===== src/rtl/pll_reset_sequencer_pkg.sv =====
// Shared state encoding and width helper for the PLL reset sequencer.
package pll_seq_pkg;

    localparam int STATE_W = 3;

    typedef enum logic [STATE_W-1:0] {
        PLL_RST   = 3'd0,
        WAIT_LOCK = 3'd1,
        STABLE    = 3'd2,
        RUN       = 3'd3,
        FAULT     = 3'd4
    } state_t;

    // One counter serves every state, so it must hold the largest terminal count.
    function automatic int cnt_width(input int a, input int b, input int c);
        int m;
        m = a;
        if (b > m) m = b;
        if (c > m) m = c;
        return (m < 2) ? 1 : $clog2(m);
    endfunction

endpackage


===== src/rtl/pll_reset_sequencer_if.sv =====
// Control/status bundle between the PLL sequencer and its surroundings.
// Optional loss_cnt_o appears when PLL_LOSS_COUNTER_EN is defined.
interface pll_seq_if
    import pll_seq_pkg::*;
#(
    parameter int MAX_RETRIES = 3
);
    localparam int RETRY_W = $clog2(MAX_RETRIES + 1);

    logic               pll_locked_i;
    logic               restart_i;
    logic               pll_rst_o;
    logic               sys_reset_n_o;
    logic               ready_o;
    logic               fault_o;
    logic [STATE_W-1:0] state_o;
    logic [RETRY_W-1:0] retry_cnt_o;
`ifdef PLL_LOSS_COUNTER_EN
    logic [15:0]        loss_cnt_o;
`endif

    modport master (
        input  pll_locked_i,
        input  restart_i,
        output pll_rst_o,
        output sys_reset_n_o,
        output ready_o,
        output fault_o,
        output state_o,
        output retry_cnt_o
`ifdef PLL_LOSS_COUNTER_EN
        ,
        output loss_cnt_o
`endif
    );

    modport slave (
        output pll_locked_i,
        output restart_i,
        input  pll_rst_o,
        input  sys_reset_n_o,
        input  ready_o,
        input  fault_o,
        input  state_o,
        input  retry_cnt_o
`ifdef PLL_LOSS_COUNTER_EN
        ,
        input  loss_cnt_o
`endif
    );

endinterface


===== src/rtl/pll_reset_sequencer_lock_sync.sv =====
// Two-flop synchronizer bringing the asynchronous PLL LOCK into the clk domain.
module pll_lock_sync (
    input  logic clk,
    input  logic resetn,
    input  logic async_in,
    output logic lock_s
);

    logic lock_p0;
    logic lock_p1;

    always_ff @(posedge clk) begin
        if (!resetn) begin
            lock_p0 <= 1'b0;
            lock_p1 <= 1'b0;
        end else begin
            // p0: metastability capture, p1: settled value
            lock_p0 <= async_in;
            lock_p1 <= lock_p0;
        end
    end

    assign lock_s = lock_p1;

endmodule


===== src/rtl/pll_reset_sequencer.sv =====
// Supervises an ECP5 PLL: pulses RST, waits for a stable LOCK, then releases SoC reset.
// Define PLL_LOSS_COUNTER_EN to add the lock-loss event counter (loss_cnt_o).
module pll_reset_sequencer
    import pll_seq_pkg::*;
#(
    parameter int RST_CYCLES    = 16,
    parameter int LOCK_TIMEOUT  = 65536,
    parameter int STABLE_CYCLES = 4096,
    parameter int MAX_RETRIES   = 3
) (
    input  logic     clk,
    input  logic     resetn,
    pll_seq_if.master bus
);

    localparam int CNT_W   = cnt_width(RST_CYCLES, LOCK_TIMEOUT, STABLE_CYCLES);
    localparam int RETRY_W = $clog2(MAX_RETRIES + 1);

    localparam logic [CNT_W-1:0]   RST_LAST    = CNT_W'(RST_CYCLES - 1);
    localparam logic [CNT_W-1:0]   LOCK_LAST   = CNT_W'(LOCK_TIMEOUT - 1);
    localparam logic [CNT_W-1:0]   STABLE_LAST = CNT_W'(STABLE_CYCLES - 1);
    localparam logic [RETRY_W-1:0] RETRY_MAX   = RETRY_W'(MAX_RETRIES);

    state_t             state_q, state_d;
    logic [CNT_W-1:0]   cnt_q, cnt_d;
    logic [RETRY_W-1:0] retry_q, retry_d;
    logic [RETRY_W-1:0] retry_inc;
    logic               lock_s;

    pll_lock_sync u_sync (
        .clk      (clk),
        .resetn   (resetn),
        .async_in (bus.pll_locked_i),
        .lock_s   (lock_s)
    );

    assign retry_inc = retry_q + 1'b1;

    always_ff @(posedge clk) begin
        if (!resetn) begin
            state_q <= PLL_RST;
            cnt_q   <= '0;
            retry_q <= '0;
        end else begin
            state_q <= state_d;
            cnt_q   <= cnt_d;
            retry_q <= retry_d;
        end
    end

    always_comb begin
        state_d = state_q;
        cnt_d   = cnt_q;
        retry_d = retry_q;
        if (bus.restart_i) begin
            state_d = PLL_RST;
            cnt_d   = '0;
            retry_d = '0;
        end else begin
            case (state_q)
                PLL_RST: begin
                    if (cnt_q == RST_LAST) begin
                        state_d = WAIT_LOCK;
                        cnt_d   = '0;
                    end else begin
                        cnt_d = cnt_q + 1'b1;
                    end
                end
                WAIT_LOCK: begin
                    // Lock is checked first so it wins on the timeout cycle.
                    if (lock_s) begin
                        state_d = STABLE;
                        cnt_d   = '0;
                    end else if (cnt_q == LOCK_LAST) begin
                        cnt_d   = '0;
                        retry_d = retry_inc;
                        state_d = (retry_inc == RETRY_MAX) ? FAULT : PLL_RST;
                    end else begin
                        cnt_d = cnt_q + 1'b1;
                    end
                end
                STABLE: begin
                    if (!lock_s) begin
                        state_d = WAIT_LOCK;
                        cnt_d   = '0;
                    end else if (cnt_q == STABLE_LAST) begin
                        state_d = RUN;
                        cnt_d   = '0;
                        retry_d = '0;
                    end else begin
                        cnt_d = cnt_q + 1'b1;
                    end
                end
                RUN: begin
                    if (!lock_s) begin
                        state_d = PLL_RST;
                        cnt_d   = '0;
                    end
                end
                FAULT: begin
                    state_d = FAULT;
                end
                default: begin
                    state_d = PLL_RST;
                    cnt_d   = '0;
                    retry_d = '0;
                end
            endcase
        end
    end

    // Outputs decode the registered state only, so nothing ripples from inputs.
    assign bus.pll_rst_o     = (state_q == PLL_RST) || (state_q == FAULT);
    assign bus.sys_reset_n_o = (state_q == RUN);
    assign bus.ready_o       = (state_q == RUN);
    assign bus.fault_o       = (state_q == FAULT);
    assign bus.state_o       = state_q;
    assign bus.retry_cnt_o   = retry_q;

`ifdef PLL_LOSS_COUNTER_EN
    logic [15:0] loss_q;

    always_ff @(posedge clk) begin
        if (!resetn) begin
            loss_q <= '0;
        end else if ((state_q == RUN) && !lock_s && !bus.restart_i && (loss_q != 16'hFFFF)) begin
            loss_q <= loss_q + 16'd1;
        end
    end

    assign bus.loss_cnt_o = loss_q;
`endif

endmodule


===== src/flat_wrapper.sv =====
// flat-port wrapper written by rule: the top's interface ports become plain ports
module pll_reset_sequencer_flat import pll_seq_pkg::*;
#(
    parameter int RST_CYCLES    = 16,
    parameter int LOCK_TIMEOUT  = 65536,
    parameter int STABLE_CYCLES = 4096,
    parameter int MAX_RETRIES   = 3
)
  (clk, resetn, bus_pll_locked_i, bus_restart_i, bus_pll_rst_o, bus_sys_reset_n_o, bus_ready_o, bus_fault_o, bus_state_o, bus_retry_cnt_o);
  pll_seq_if #(.MAX_RETRIES(MAX_RETRIES)) bus_i ();
  input  logic clk;
  input  logic resetn;
  input wire logic [$bits(bus_i.pll_locked_i)-1:0] bus_pll_locked_i;
  input wire logic [$bits(bus_i.restart_i)-1:0] bus_restart_i;
  output wire logic [$bits(bus_i.pll_rst_o)-1:0] bus_pll_rst_o;
  output wire logic [$bits(bus_i.sys_reset_n_o)-1:0] bus_sys_reset_n_o;
  output wire logic [$bits(bus_i.ready_o)-1:0] bus_ready_o;
  output wire logic [$bits(bus_i.fault_o)-1:0] bus_fault_o;
  output wire logic [$bits(bus_i.state_o)-1:0] bus_state_o;
  output wire logic [$bits(bus_i.retry_cnt_o)-1:0] bus_retry_cnt_o;
  assign bus_i.pll_locked_i = bus_pll_locked_i;
  assign bus_i.restart_i = bus_restart_i;
  assign bus_pll_rst_o = bus_i.pll_rst_o;
  assign bus_sys_reset_n_o = bus_i.sys_reset_n_o;
  assign bus_ready_o = bus_i.ready_o;
  assign bus_fault_o = bus_i.fault_o;
  assign bus_state_o = bus_i.state_o;
  assign bus_retry_cnt_o = bus_i.retry_cnt_o;
  pll_reset_sequencer #(.RST_CYCLES(RST_CYCLES), .LOCK_TIMEOUT(LOCK_TIMEOUT), .STABLE_CYCLES(STABLE_CYCLES), .MAX_RETRIES(MAX_RETRIES)) u_core (.clk(clk), .resetn(resetn), .bus(bus_i));
endmodule

===== config.mk =====
export PLATFORM = sky130hd
export DESIGN_NAME = pll_reset_sequencer_flat
export DESIGN_NICKNAME = d
export VERILOG_FILES = /design/src/rtl/pll_reset_sequencer_pkg.sv /design/src/rtl/pll_reset_sequencer_if.sv /design/src/rtl/pll_reset_sequencer_lock_sync.sv /design/src/rtl/pll_reset_sequencer.sv /design/src/flat_wrapper.sv
export SDC_FILE = /design/constraint.sdc
export NUM_CORES = 1
export LEC_CHECK = 0
export CAP_MARGIN = 5
export CORE_MARGIN = 3
export CORE_UTILIZATION = 60
export CTS_CLUSTER_DIAMETER = 60
export DETAILED_ROUTE_END_ITERATION = 7
export DONT_BUFFER_PORTS = 1
export PLACE_DENSITY = 0.75
export SYNTH_ARGS = -nofsm -noshare
export SYNTH_HDL_FRONTEND = slang
export SYNTH_SLANG_ARGS = --single-unit

===== constraint.sdc =====
create_clock -name clk -period 4.55 [get_ports clk]
set_input_delay 0.91 -clock clk [delete_from_list [all_inputs] [get_ports clk]]
set_output_delay 0.91 -clock clk [all_outputs]
set_load 0.02 [all_outputs]

==> key figures <==
Power
  – Pwr Total: roughly 0.30 mW
  – Peak VDD IR: 0.1851 mV
  – Leakage: between 0.4 and 0.5 nW
  – Power Density: roughly 240 nW/um^2

Critical path
  – Critical path endpoint category: output port
  – Worst R2R Path Depth: 5
  – FF-to-FF setup slack: around 2.2 ns
  – RR Startpoint: u_core.cnt_q[8]
  – WP data arrival: around 1.8 ns
  – CP Max Fanout: 11
  – FF-to-FF End: u_core.cnt_q[15]
  – Required @ worst endpoint: approximately 3.6 ns
  – Setup CP Type: reg2out
  – CP startpoint kind: flop

Placement
  – IO buf count: 0
  – GPL Wtd Cong: 0.7954
  – DPL Wire Length: approximately 1700 um

Clock network
  – CTS tree: done
  – Largest buffer count on any clock path: 2
  – Post-cts gate resize count: 0
  – Num CTS Buffers: 3
  – Setup Buffers After CTS: 0
  – Hold Buf Count CTS: 0
  – H-tree levels: 1
  – Worst-Skew Late Latency: 0.30 ns
  – Root buffer cell: clkbuf_4
  – Clk pin slew, worst setup/hold paths: 0.12 ns
  – Clock sink total: 23

Global route
  – First-pass GRT wire length: about 4000 um
  – Number of global-route vias before repair: 900
  – All-layer global routing usage: between 20% and 30%
  – Largest net degree at the start of global routing: 15
  – Global route total overflow: 0
  – Initial antenna violation count: 0

Die
  – Die H: 51.44 um
  – Boundary Pins: 13
  – FP Rows: 15
  – DIE AREA: about 2600 sq um
  – Die W: approximately 51 um
  – Starting Density: 67.35%
  – Core area: between 1500 and 2000 sq um

Worst hold path
  – HP Class: reg2reg
  – Worst hold endpoint: u_core.u_sync.lock_s
  – Hold depth: 1
  – HP Start: u_core.u_sync.lock_p0

Synthesis
  – Sequential area share after synthesis: a little under two fifths
  – Main synth FF type: dfxtp_1
  – Syn Inst Count: 142
  – Post-synth EDFFs: 0
  – Asr flop ratio synth: 0%
  – Syn_area_per_cell: between 8 and 9 sq um
  – FF+latch count, synth: 23
  – YS warnings: 0
  – Syn nets: ~150
  – Cell variety after synth: 42
  – Mapped Area: 1239 sq um

Final layout
  – Most frequent cells in the layout: 23 x dfxtp_1, 19 x nor2_1, 11 x nand3_1, 11 x xor2_1, 10 x nand2_1
  – Area delta synth->final: 0.6064%
  – Fillers: around 180
  – Most common cell after layout, fill and taps aside: dfxtp_1
  – Nets: approximately 150
  – Share of cells above drive strength 1: a little over a tenth
  – Antenna diode count: 0

STA
  – Final Hold Fails: 0
  – Post-route clock period utilization: around three fifths
  – Crit path time final: ~2.7 ns
  – Max_slew headroom: between 30% and 40%
  – Fmax: about 0.36 GHz
  – Clock Skew: a little under 0.006 ns
  – Pins over their slew limit: 0
  – Final setup viols: 0
  – Worst Tran Pin Value: approximately 1.0 ns
  – RSZ-0062 raised after global routing: no
  – Setup TNS: 0 ns
  – Final hold slack: about 0.45 ns

Run status
  – Status: completed

Route
  – DRC errors left: 0
  – Detailed-route via count: approximately 1000
  – Length of the first detailed-routing pass in iterations: 4
  – Post-route ant nets: 0
  – Vias per cell: about 6.0
  – Detailed Route WL: roughly 2300 um
  – DRT iter0 DRCs: 24
  – Routed WL per cell: around 14 um

Flow run
  – Max-cap viol count: 0
-- flip-flops by register name, indices dropped and copies added (netlist names) --
register and cells:
u_core.u_sync.lock_p0 1, u_core.bus.state_o 3, u_core.cnt_q 16, u_core.u_sync.lock_s 1, u_core.bus.retry_cnt_o 2
-- how the worst max path moves through the flow --
stage / start / end / slack (ns) / cells past startpoint
5_1_grt: u_core.bus.state_o[2] / bus_fault_o / 1.70 / 2
4_1_cts: u_core.bus.state_o[2] / bus_fault_o / 1.81 / 2
3_3_place_gp: u_core.bus.state_o[2] / bus_fault_o / 2.20 / 2
6_report: u_core.bus.state_o[2] / bus_fault_o / 1.81 / 2
2_1_floorplan: u_core.bus.state_o[2] / bus_fault_o / 2.20 / 2
3_5_place_dp: u_core.bus.state_o[2] / bus_fault_o / 2.17 / 2
-- worst max-delay path, cell delays in order (launching register included) --
cell and delay (ns):
dfxtp_1 0.63, nor3b_1 0.64, buf_4 0.26
-- kinds of logic after synthesis --
family / count (synthesis) / synth area share, %
xor gates and xnor gates: 13 / 9.192
DFF: 23 / 37.17
and+or+nand+nor: 75 / 32.12
AOI/OAI and AO/OA: 21 / 13.44
muxes: 1 / 0.8081
adders and majority gates: 2 / 2.020
buffers and inverters: 7 / 5.253
-- power breakdown --
part	internal [mW]	switching (mW)	total, mW
registers	0.203	0.00156	0.205
logic	0.00265	0.00458	0.00723
clock network	0.0341	0.0586	0.0927
-- per-stage QoR --
step	instance area, sq um	worst slack, ns	utilization [%]	std cells
detailed placement	1220	2.168	66.33	163
floorplan	1239	2.204	-	142
global placement	1220	2.205	66.33	163
global route	1246	1.699	67.76	167
CTS	1246	1.808	67.76	167
finish	1246	1.805	67.76	167
-- final cells by class --
cell class / count / area [sq um] / share of cell area [%]
clock buffer: 4 / 26.28 / 2.108
tap: 25 / 31.28 / 2.510
inverter: 2 / 7.507 / 0.6024
multi-input combinational: 112 / 713.2 / 57.23
sequential: 23 / 460.4 / 36.95
timing repair buffer: 1 / 7.507 / 0.6024
-- layer usage --
layer / up-vias / track usage [%] / share of wire (%) / routed length, um
met2: 26 / 31.99 / 46 / 1061
met1: 467 / 28.03 / 47 / 1086
met3: 2 / 2.624 / 5.8 / 133
met4: 0 / 5.677 / 0.74 / 17
met5: - / 0 / 0 / 0
li1: 506 / - / - / -
-- cells in the mapped netlist, types with 2 or more instances --
master	number	area, sq um
dfxtp_1	23	460.4
nor2_1	19	71.32
nand3_1	11	55.05
xor2_1	11	96.34
nand2_1	10	37.54
a21oi_1	7	35.03
nor3_1	7	35.03
nand4_1	4	25.02
and2_1	3	18.77
nand2b_1	3	18.77
o21ai_0	3	15.01
and3_1	2	12.51
and3_2	2	15.01
buf_6	2	22.52
clkbuf_8	2	27.53
ha_1	2	25.02
inv_1	2	7.510
nor4_1	2	12.51
or4_1	2	15.01
or4_4	2	22.52
xnor2_1	2	17.52
No activity file was read; power rests on OpenSTA's default activity.
